==> config.mk <==
export PLATFORM = sky130hd
export DESIGN_NAME = nanov_digit_exec
export DESIGN_NICKNAME = d
export VERILOG_FILES = /design/src/rtl/nanov_pkg.sv /design/src/rtl/nanov_digit_adder.sv /design/src/rtl/nanov_digit_exec.sv
export SDC_FILE = /design/constraint.sdc
export NUM_CORES = 1
export LEC_CHECK = 0
export CAP_MARGIN = 20
export CORE_MARGIN = 3
export CORE_UTILIZATION = 65
export CTS_CLUSTER_SIZE = 28
export DETAILED_ROUTE_END_ITERATION = 8
export PLACE_DENSITY_LB_ADDON = 0.3
export SLEW_MARGIN = 20
export SYNTH_ARGS = -nofsm -noshare
export SYNTH_HDL_FRONTEND = slang
export SYNTH_SLANG_ARGS = --single-unit
==> constraint.sdc <==
create_clock -name clk -period 5.1 [get_ports clk]
set_clock_uncertainty 0.2 [all_clocks]
set_input_delay 1.02 -clock clk [delete_from_list [all_inputs] [get_ports clk]]
set_output_delay 1.02 -clock clk [all_outputs]
set_load 0.01 [all_outputs]
==> src/rtl/nanov_pkg.sv <==
// rtl/nanov_pkg.sv - shared constants and types for the digit-serial execution unit
package nanov_pkg;

   localparam int XLEN_DEF = 32;

   // op = {alt, funct3}; alt selects SUB for ADD and SRA for SRL
   localparam int ALT_BIT = 3;

   localparam logic [2:0] OP_ADD  = 3'b000;
   localparam logic [2:0] OP_SLL  = 3'b001;
   localparam logic [2:0] OP_SLT  = 3'b010;
   localparam logic [2:0] OP_SLTU = 3'b011;
   localparam logic [2:0] OP_XOR  = 3'b100;
   localparam logic [2:0] OP_SR   = 3'b101;
   localparam logic [2:0] OP_OR   = 3'b110;
   localparam logic [2:0] OP_AND  = 3'b111;

   typedef enum logic [1:0] {
      IDLE  = 2'd0,
      PASS1 = 2'd1,
      PASS2 = 2'd2
   } state_t;

   // Comparisons and shifts need the whole operand before any result digit exists
   function automatic logic is_two_pass(input logic [2:0] f3);
      return (f3 == OP_SLL) || (f3 == OP_SLT) || (f3 == OP_SLTU) || (f3 == OP_SR);
   endfunction

endpackage

==> src/rtl/nanov_digit_adder.sv <==
// rtl/nanov_digit_adder.sv - DIGIT-wide add with carry in/out and nonzero detect
module nanov_digit_adder #(
   parameter int DIGIT = 1
) (
   input  logic [DIGIT-1:0] a,
   input  logic [DIGIT-1:0] b,
   input  logic             cin,
   output logic [DIGIT-1:0] sum,
   output logic             cout,
   output logic             nz
);

   assign {cout, sum} = {1'b0, a} + {1'b0, b} + {{DIGIT{1'b0}}, cin};
   assign nz          = |sum;

endmodule

==> src/rtl/nanov_digit_exec.sv <==
// rtl/nanov_digit_exec.sv - digit-serial RV32I/RV64I integer execution unit
module nanov_digit_exec
   import nanov_pkg::*;
#(
   parameter int XLEN  = XLEN_DEF,
   parameter int DIGIT = 1
) (
   input  logic             clk,
   input  logic             rstn,
   input  logic             start,
   input  logic [3:0]       op,
   input  logic [DIGIT-1:0] a_digit,
   input  logic [DIGIT-1:0] b_digit,
   output logic             busy,
   output logic             out_valid,
   output logic [DIGIT-1:0] out_digit,
   output logic             done,
   output logic             zero_flag,
   output logic             lt_flag
);

   localparam int N   = XLEN / DIGIT;
   localparam int SHW = $clog2(XLEN);
   localparam int CW  = $clog2(N);
   localparam int DSH = $clog2(DIGIT);
   localparam logic [CW-1:0] LAST = CW'(N - 1);

   state_t            state, state_nxt;
   logic [CW-1:0]     cnt;
   logic [3:0]        op_r;
   logic              carry_r;
   logic [SHW-1:0]    sh_r;
   logic [XLEN-1:0]   sbuf_r;
   logic              zero_r;
   logic              lt_r;

   logic [2:0]        f3;
   logic              last;
   logic              two_pass;
   logic              sub_mode;
   logic              is_addsub;
   logic [DIGIT-1:0]  b_eff;
   logic              cin;
   logic [DIGIT-1:0]  sum;
   logic              cout;
   logic              nz;
   logic              lt_now;
   logic [XLEN-1:0]   shres;
   logic [SHW-1:0]    bit_base;

   assign f3        = op_r[2:0];
   assign last      = (cnt == LAST);
   assign two_pass  = is_two_pass(f3);
   assign is_addsub = (f3 == OP_ADD);
   assign sub_mode  = (is_addsub && op_r[ALT_BIT]) || (f3 == OP_SLT) || (f3 == OP_SLTU);

   // Subtraction is a + ~b + 1, the +1 injected as carry-in on the first digit
   assign b_eff = sub_mode ? ~b_digit : b_digit;
   assign cin   = (cnt == '0) ? sub_mode : carry_r;

   nanov_digit_adder #(.DIGIT(DIGIT)) u_adder (
      .a    (a_digit),
      .b    (b_eff),
      .cin  (cin),
      .sum  (sum),
      .cout (cout),
      .nz   (nz)
   );

   // Unsigned: borrow out of a-b; signed: sign of a when signs differ, else sign of the difference
   assign lt_now = (f3 == OP_SLTU) ? ~cout :
                   ((a_digit[DIGIT-1] ^ b_digit[DIGIT-1]) ? a_digit[DIGIT-1] : sum[DIGIT-1]);

   // The final digit is still combinational at done, so fold it into the reported flags
   assign zero_flag = (state == PASS1 && last && is_addsub) ? (zero_r & ~nz) : zero_r;
   assign lt_flag   = (state == PASS1 && last && sub_mode) ? lt_now : lt_r;

   assign bit_base = SHW'(cnt) << DSH;

   // Full-width shift of the buffered operand; PASS2 picks out one digit per cycle
   always_comb begin
      shres = '0;
      if (f3 == OP_SLL)
         shres = sbuf_r << sh_r;
      else if (f3 == OP_SR)
         shres = op_r[ALT_BIT] ? $unsigned($signed(sbuf_r) >>> sh_r) : (sbuf_r >> sh_r);
   end

   // Result digit select; forced to zero whenever out_valid is low
   always_comb begin
      out_digit = '0;
      if (state == PASS1 && !two_pass) begin
         case (f3)
            OP_ADD:  out_digit = sum;
            OP_XOR:  out_digit = a_digit ^ b_digit;
            OP_OR:   out_digit = a_digit | b_digit;
            OP_AND:  out_digit = a_digit & b_digit;
            default: out_digit = '0;
         endcase
      end else if (state == PASS2) begin
         case (f3)
            OP_SLT, OP_SLTU: out_digit = (cnt == '0) ? DIGIT'(lt_r) : '0;
            OP_SLL, OP_SR:   out_digit = shres[bit_base +: DIGIT];
            default:         out_digit = '0;
         endcase
      end
   end

   // Sequencer state register
   always_ff @(posedge clk or negedge rstn) begin
      if (!rstn)
         state <= IDLE;
      else
         state <= state_nxt;
   end

   // Sequencer next state and handshake outputs
   always_comb begin
      state_nxt = state;
      busy      = 1'b0;
      out_valid = 1'b0;
      done      = 1'b0;
      case (state)
         IDLE: begin
            if (start)
               state_nxt = PASS1;
         end
         PASS1: begin
            busy      = 1'b1;
            out_valid = !two_pass;
            done      = !two_pass && last;
            if (last)
               state_nxt = two_pass ? PASS2 : IDLE;
         end
         PASS2: begin
            busy      = 1'b1;
            out_valid = 1'b1;
            done      = last;
            if (last)
               state_nxt = IDLE;
         end
         default: state_nxt = IDLE;
      endcase
   end

   // Datapath: digit counter, carry, shift buffer, shift amount and flags
   always_ff @(posedge clk or negedge rstn) begin
      if (!rstn) begin
         cnt     <= '0;
         op_r    <= '0;
         carry_r <= 1'b0;
         sh_r    <= '0;
         sbuf_r  <= '0;
         zero_r  <= 1'b0;
         lt_r    <= 1'b0;
      end else begin
         case (state)
            IDLE: begin
               if (start) begin
                  op_r    <= op;
                  cnt     <= '0;
                  carry_r <= 1'b0;
                  zero_r  <= 1'b0;
                  lt_r    <= 1'b0;
               end
            end
            PASS1: begin
               cnt     <= last ? '0 : cnt + CW'(1);
               carry_r <= cout;
               sbuf_r  <= {a_digit, sbuf_r[XLEN-1:DIGIT]};
               for (int i = 0; i < SHW; i++) begin
                  if (CW'(i / DIGIT) == cnt)
                     sh_r[i] <= b_digit[i % DIGIT];
               end
               if (is_addsub)
                  zero_r <= (cnt == '0) ? ~nz : (zero_r & ~nz);
               if (last && sub_mode)
                  lt_r <= lt_now;
            end
            PASS2: begin
               cnt <= last ? '0 : cnt + CW'(1);
            end
            default: cnt <= '0;
         endcase
      end
   end

endmodule
* Word level (Yosys, flattened, before mapping) *
Cells that the tools add are included.
Widths: inputs -> output; s select.

word-level totals
  input bits = 9
  logic and storage cells = 107
  register bits = 51
  output and inout port bits = 6

cells by class
  shifts and indexed selects = 4
  reduce and logical (&&, ||, !) cells = 30
  add/sub/neg operators = 3
  bitwise gates (word level) = 7
  eq/ne operators = 19
  mux-type cells = 32

operators with widths
  operator             number
  $mux 32              3
  $shiftx 32x6->1      1
  $shl 32x5->32        1
  $shr 32x5->32        1
  $sshr 32x5->32       1
  $mux 1               14
  $reduce_and 2->1     7
  $eq 3x3->1 const B   4
  $pmux 1 s2           6
  $eq 2x5->1 const A   2
  $mux 5               2
  $pmux 5 s2           1
  $reduce_and 3->1     3
  $mux 2               4
  $ne 2x2->1 const B   4
  $logic_and 1x1->1    7
  $eq 3x2->1 const B   2
  $pmux 2 s3           1
  $reduce_or 2->1      3
  $add 5x1->5 const B  1
  $eq 1x5->1 const A   1
  $eq 3x5->1 const A   1
  $eq 5x5->1 const B   1
  $logic_not 5->1      1
  other kinds (16)     23

* Logic depth before layout (Yosys ltp) *
  word-level depth = 12
  depth in mapped cells = 14
  mapped depth without buffers = 10

* Modules after synthesis *
Synthesis repeated with hierarchy kept, for this count alone.

second synthesis, totals
  cell total of the unflattened synthesis = 833
  area total of the unflattened synthesis = 7633.6 um2

by module, submodules not included
  module             cells an instance  sequential area each (um2)  instances  area each (um2)
  nanov_digit_exec   831                1276.2                      1          7606.0
  nanov_digit_adder  2                  0.0                         1          27.5

* Worst setup path before layout *
No wires, ideal clock.

  path kind = register -> output
  from = reg cnt[0] (netlist: bit_base[0])
  to = out out_digit
  path slack = 985 ps
  data arrival time = 2895 ps
  data required time = 3880 ps
  buffers on the path = 3
  cell stages (with the launch flop) = 14
  cell sequence = dfrtp_1 clkbuf_1 inv_1 clkbuf_1 ha_1 and3_1 clkbuf_1 mux2i_1 fa_1 nor4b_1 o21ai_0 nand2_1 a31oi_1 a21oi_1

on the way
  longest elaborated chain between the ends = 5
  elaborated cells on any way between the ends = 9

RTL lines
  what                                                                     RTL line                 RTL
  from (decl)                                                              nanov_digit_exec.sv:29   logic [CW-1:0] cnt;
  from (signal assigned)                                                   nanov_digit_exec.sv:168  cnt <= last ? '0 : cnt + CW'(1);
  from (signal assigned)                                                   nanov_digit_exec.sv:181  cnt <= last ? '0 : cnt + CW'(1);
  parallel branches: the longest is 4 deep, another holds $shiftx 32x6->1  --
  $mux 1 *                                                                 nanov_digit_exec.sv:92   if (state == PASS1 && !two_pass) begin
  to (decl)                                                                nanov_digit_exec.sv:16   output logic [DIGIT-1:0] out_digit,

Every way passes the cells marked *.

* Final worst setup path *
  from = reg sh_r[0]
  to = out out_digit

on the way
  longest elaborated chain between the ends = 8
  elaborated cells on any way between the ends = 10

RTL lines
  what                                             RTL line                 RTL
  from (decl)                                      nanov_digit_exec.sv:32   logic [SHW-1:0] sh_r;
  from (signal, indexed assignment)                nanov_digit_exec.sv:173  sh_r[i] <= b_digit[i % DIGIT];
  $shr 32x5->32 or $sshr 32x5->32 (tied branches)  nanov_digit_exec.sv:86   shres = op_r[ALT_BIT] ? $unsigned($signed(sbuf_r) >>> sh_r) : (sbuf_r >> sh_r);
  $mux 32                                          nanov_digit_exec.sv:86
  $mux 32                                          nanov_digit_exec.sv:85   else if (f3 == OP_SR)
  $mux 32 *                                        nanov_digit_exec.sv:83   if (f3 == OP_SLL)
  $shiftx 32x6->1 *                                nanov_digit_exec.sv:103  OP_SLL, OP_SR: out_digit = shres[bit_base +: DIGIT];
  $pmux 1 s2 *                                     nanov_digit_exec.sv:101  case (f3)
  $mux 1 *                                         nanov_digit_exec.sv:100  end else if (state == PASS2) begin
  $mux 1 *                                         nanov_digit_exec.sv:92

Mark *: on every way between the ends. The rest lies on a longest branch, timed or not.

==> summary.txt <==
Routability Congestion -> 1.12
vias in the first global route -> 6900
Clock Pin Slew Worst Setup and Hold Paths -> 0.10 ns
Synth area leaders -> dfrtp_1, mux4_2, mux2_2
non-filler instance count after layout -> 921
Residual DRC -> 24
sequential area share after synthesis -> 18.2%
Int Pwr -> 2.55 mW
post-synth cell types -> 77
depth of the worst hold-timing path -> 1
clock share of power -> 4.6%
Slew HR -> 52.1%
Ys Warns -> 0
starting density of the core -> 67.3%
CTS Buf Count -> 5
Placement Rows -> 37
Buffers on Ports -> 14
synthesized cell area -> 0.00701 mm^2
Reg power frac -> 17.2%
top-count cell post-synth -> nand2_1
Compound-Gate Fraction of Synth Area -> 20.6%
H-tree levels -> 2
multi-input logic area -> 0.00523 mm^2
area grow syn2layout -> 7.17%
sw frac -> 56.0%
syn avg cell area -> 8.91 um^2
reg-to-reg critical path startpoint -> bit_base[1]
syn_nets -> 807
largest net degree at the start of global routing -> 66
antenna cells -> 0
I/O pin cnt -> 15
actual slew at the worst max-slew pin -> 0.710 ns
TritonCTS clock tree -> yes
crit path time final -> 5.08 ns
Final #Nets -> 804
metal2 WL -> 11100 um
Final period util -> 99.7%
via count -> 7472
final setup fails -> 0
fmax -> 197 MHz
Static Leakage -> 2.90 nW
TNS Setup -> 0 ns
die height -> 110 um
initial antenna violation count -> 0
startpoint types -> register
CTS Sinks -> 51
top cells by count, synth -> nand2_1, mux2_2, mux2i_1
Hold EP -> carry_r
Worst R2R End -> lt_r
Async S/R FF share, synth -> 100%
arrival time at the worst endpoint -> 3.86 ns
slowest cell on the critical path -> dfrtp_4
Worst path max stage delay -> 0.58 ns
Sw Pwr -> 3.24 mW
core area -> 0.0104 mm^2
Filler cells -> 785
worst skew pair latency -> 0.32 ns
Synth Flop Type -> dfrtp_1
Hold Crit Start -> carry_r
layout cells sized above 1 -> 25.4%
M1 wire length -> 9580 um
cell taking the most area after synthesis -> dfrtp_1
Gate power share -> 78.3%
dpl hpwl -> 18800 um
crit path capture type -> output pin
combinational family with the most area after synthesis -> multiplexers
power density cells -> 770 mW/mm^2
top layer in use -> met4
Hold Fails Final Rpt -> 0
post-synthesis xor/xnor area fraction -> 0.125%
DRT iter0 DRCs -> 1447
mux share of post-synthesis cell area -> 34.7%
WS Path Type -> register to output pin
DRT antenna net count -> 0
R2R Setup Slk -> 2.09 ns
overflow left after global routing -> 0
final slew viol count -> 0
Top cell by count, worst path -> a21oi_1
drt first pass iters -> 9
die area -> 0.0121 mm^2
Routed WL -> 26800 um
Hold Crit Class -> register to register
via/cell ratio -> 8.11
top cell type's share of synthesized area -> 18.2%
Total GRT Usage -> 45.1%
Storage cell area -> 0.00129 mm^2
first-pass GRT wire length -> 41100 um
adder-cell share of the synthesized area -> 2.07%
CP cell instances -> buf_6 -> buf_4 -> inv_4 -> mux2i_2 -> mux2i_1 -> or3_1 -> o211ai_1 -> a21oi_1 -> a22oi_1 -> o311ai_4 -> a21oi_1 -> clkdlybuf4s50_1
CP max FO -> 10
die width -> 110 um
drt wl/cell -> 29.1 um
Synth Register Bits -> 51
MaxCap Viol Count -> 0
Worst VDD drop -> 0.000640 V
failing checks -> DRC
clock root cell -> clkbuf_8
Post-Place Cells -> 907
Bufs on Longest Clock Path -> 2
outcome -> finished, violations left
Post-synth EDFFs -> 0
simple-gate share of the synthesized area -> 16.3%
Cells after Synth -> 787
WL met3 -> 4260 um
total power -> 5.79 mW
Worst Reg2Reg Path Length in Cells -> 10
Crit path required time -> 3.88 ns
[per-layer routing]
metal / GRT usage (%) / up-vias
met5: 0 / -
met2: 64.6 / 739
met4: 20.0 / 0
li1: - / 3039
met1: 62.4 / 3492
met3: 14.3 / 202
[placed cells by master, fill, tap and decap left out, drive strengths merged, types with 7 or more instances in the layout]
cell	instances
mux4	53
mux2i	55
nor2b	10
dfrtp	51
a21oi	36
inv	24
nor3	13
nand2	88
o221ai	9
nand4	10
clkdlybuf4s50	13
o21ai	45
a31oi	23
nand3	27
a211oi	12
nand2b	7
o22ai	14
o311ai	7
buf	60
nor2	53
mux2	59
ha	10
[worst max path at each step]
stage                      endpoint  slack [ns]         from
after floorplan           out_digit        0.99  bit_base[0]
after global placement    out_digit        0.26      b_digit
after detailed placement  out_digit        0.18      b_digit
after CTS                 out_digit        0.03      sh_r[0]
after global routing      out_digit       -0.03      sh_r[0]
final                     out_digit        0.02      sh_r[0]
[final cells by class]
type	count	share of cell area [%]
clock buffer	5	0.916
clock inverter	3	0.350
inverter	22	1.13
multi-input combinational	631	69.6
sequential	51	17.1
tap	136	2.26
timing repair buffer	73	8.61
[critical path: cells and delay by family (launching register included)]
family | cells | cell delay [ns]
compound gates | 5 | 0.90
buf+inv | 4 | 1.08
flops | 1 | 0.58
mux | 2 | 0.61
simple gates | 1 | 0.37
[sequential cells by signal (all words and copies together), names as in the netlist]
register / flops
bit_base: 5
carry_r: 1
lt_r: 1
op_r: 4
sbuf_r: 32
sh_r: 5
state: 2
zero_r: 1
[power groups by stage]
stage | Clock, mW | Combinational [mW] | Sequential, mW
2_1_floorplan | 0 | 3.20 | 0.687
3_3_place_gp | 0 | 4.00 | 0.975
3_5_place_dp | 0 | 4.07 | 1.01
4_1_cts | 0.267 | 4.16 | 0.972
5_1_grt | 0.279 | 4.69 | 1.02
6_report | 0.264 | 4.53 | 0.995
[metrics by stage]
stage	utilization [%]	hold slack (ns)	setup slack [ns]	cell area, um^2
2_1_floorplan	-	0.266	0.985	7010
3_3_place_gp	70.1	0.278	0.256	7300
3_5_place_dp	70.1	0.285	0.176	7300
4_1_cts	71.2	0.309	0.0309	7420
5_1_grt	72.2	0.323	-0.0339	7520
6_report	72.2	0.314	0.0153	7520
[repair_timing]
item | 4_1_cts | 5_1_grt
endpoints found under the setup margin | 1 | 1
gates cloned | 0 | 0
gates resized for setup | 0 | 21
buffers inserted | 2 | 4
hold buffers | 0 | 0
pin swaps | 0 | 3
[logic make-up (layout without fill, tap and decap cells)]
family,Yosys count,after routing
AOI/OAI and AO/OA,212,212
and+or+nand+nor,240,240
DFF,51,51
muxes,167,167
xor gates and xnor gates,1,1
buffers and inverters,105,103
adders and majority gates,11,11
No activity file was read; power rests on OpenSTA's default activity.
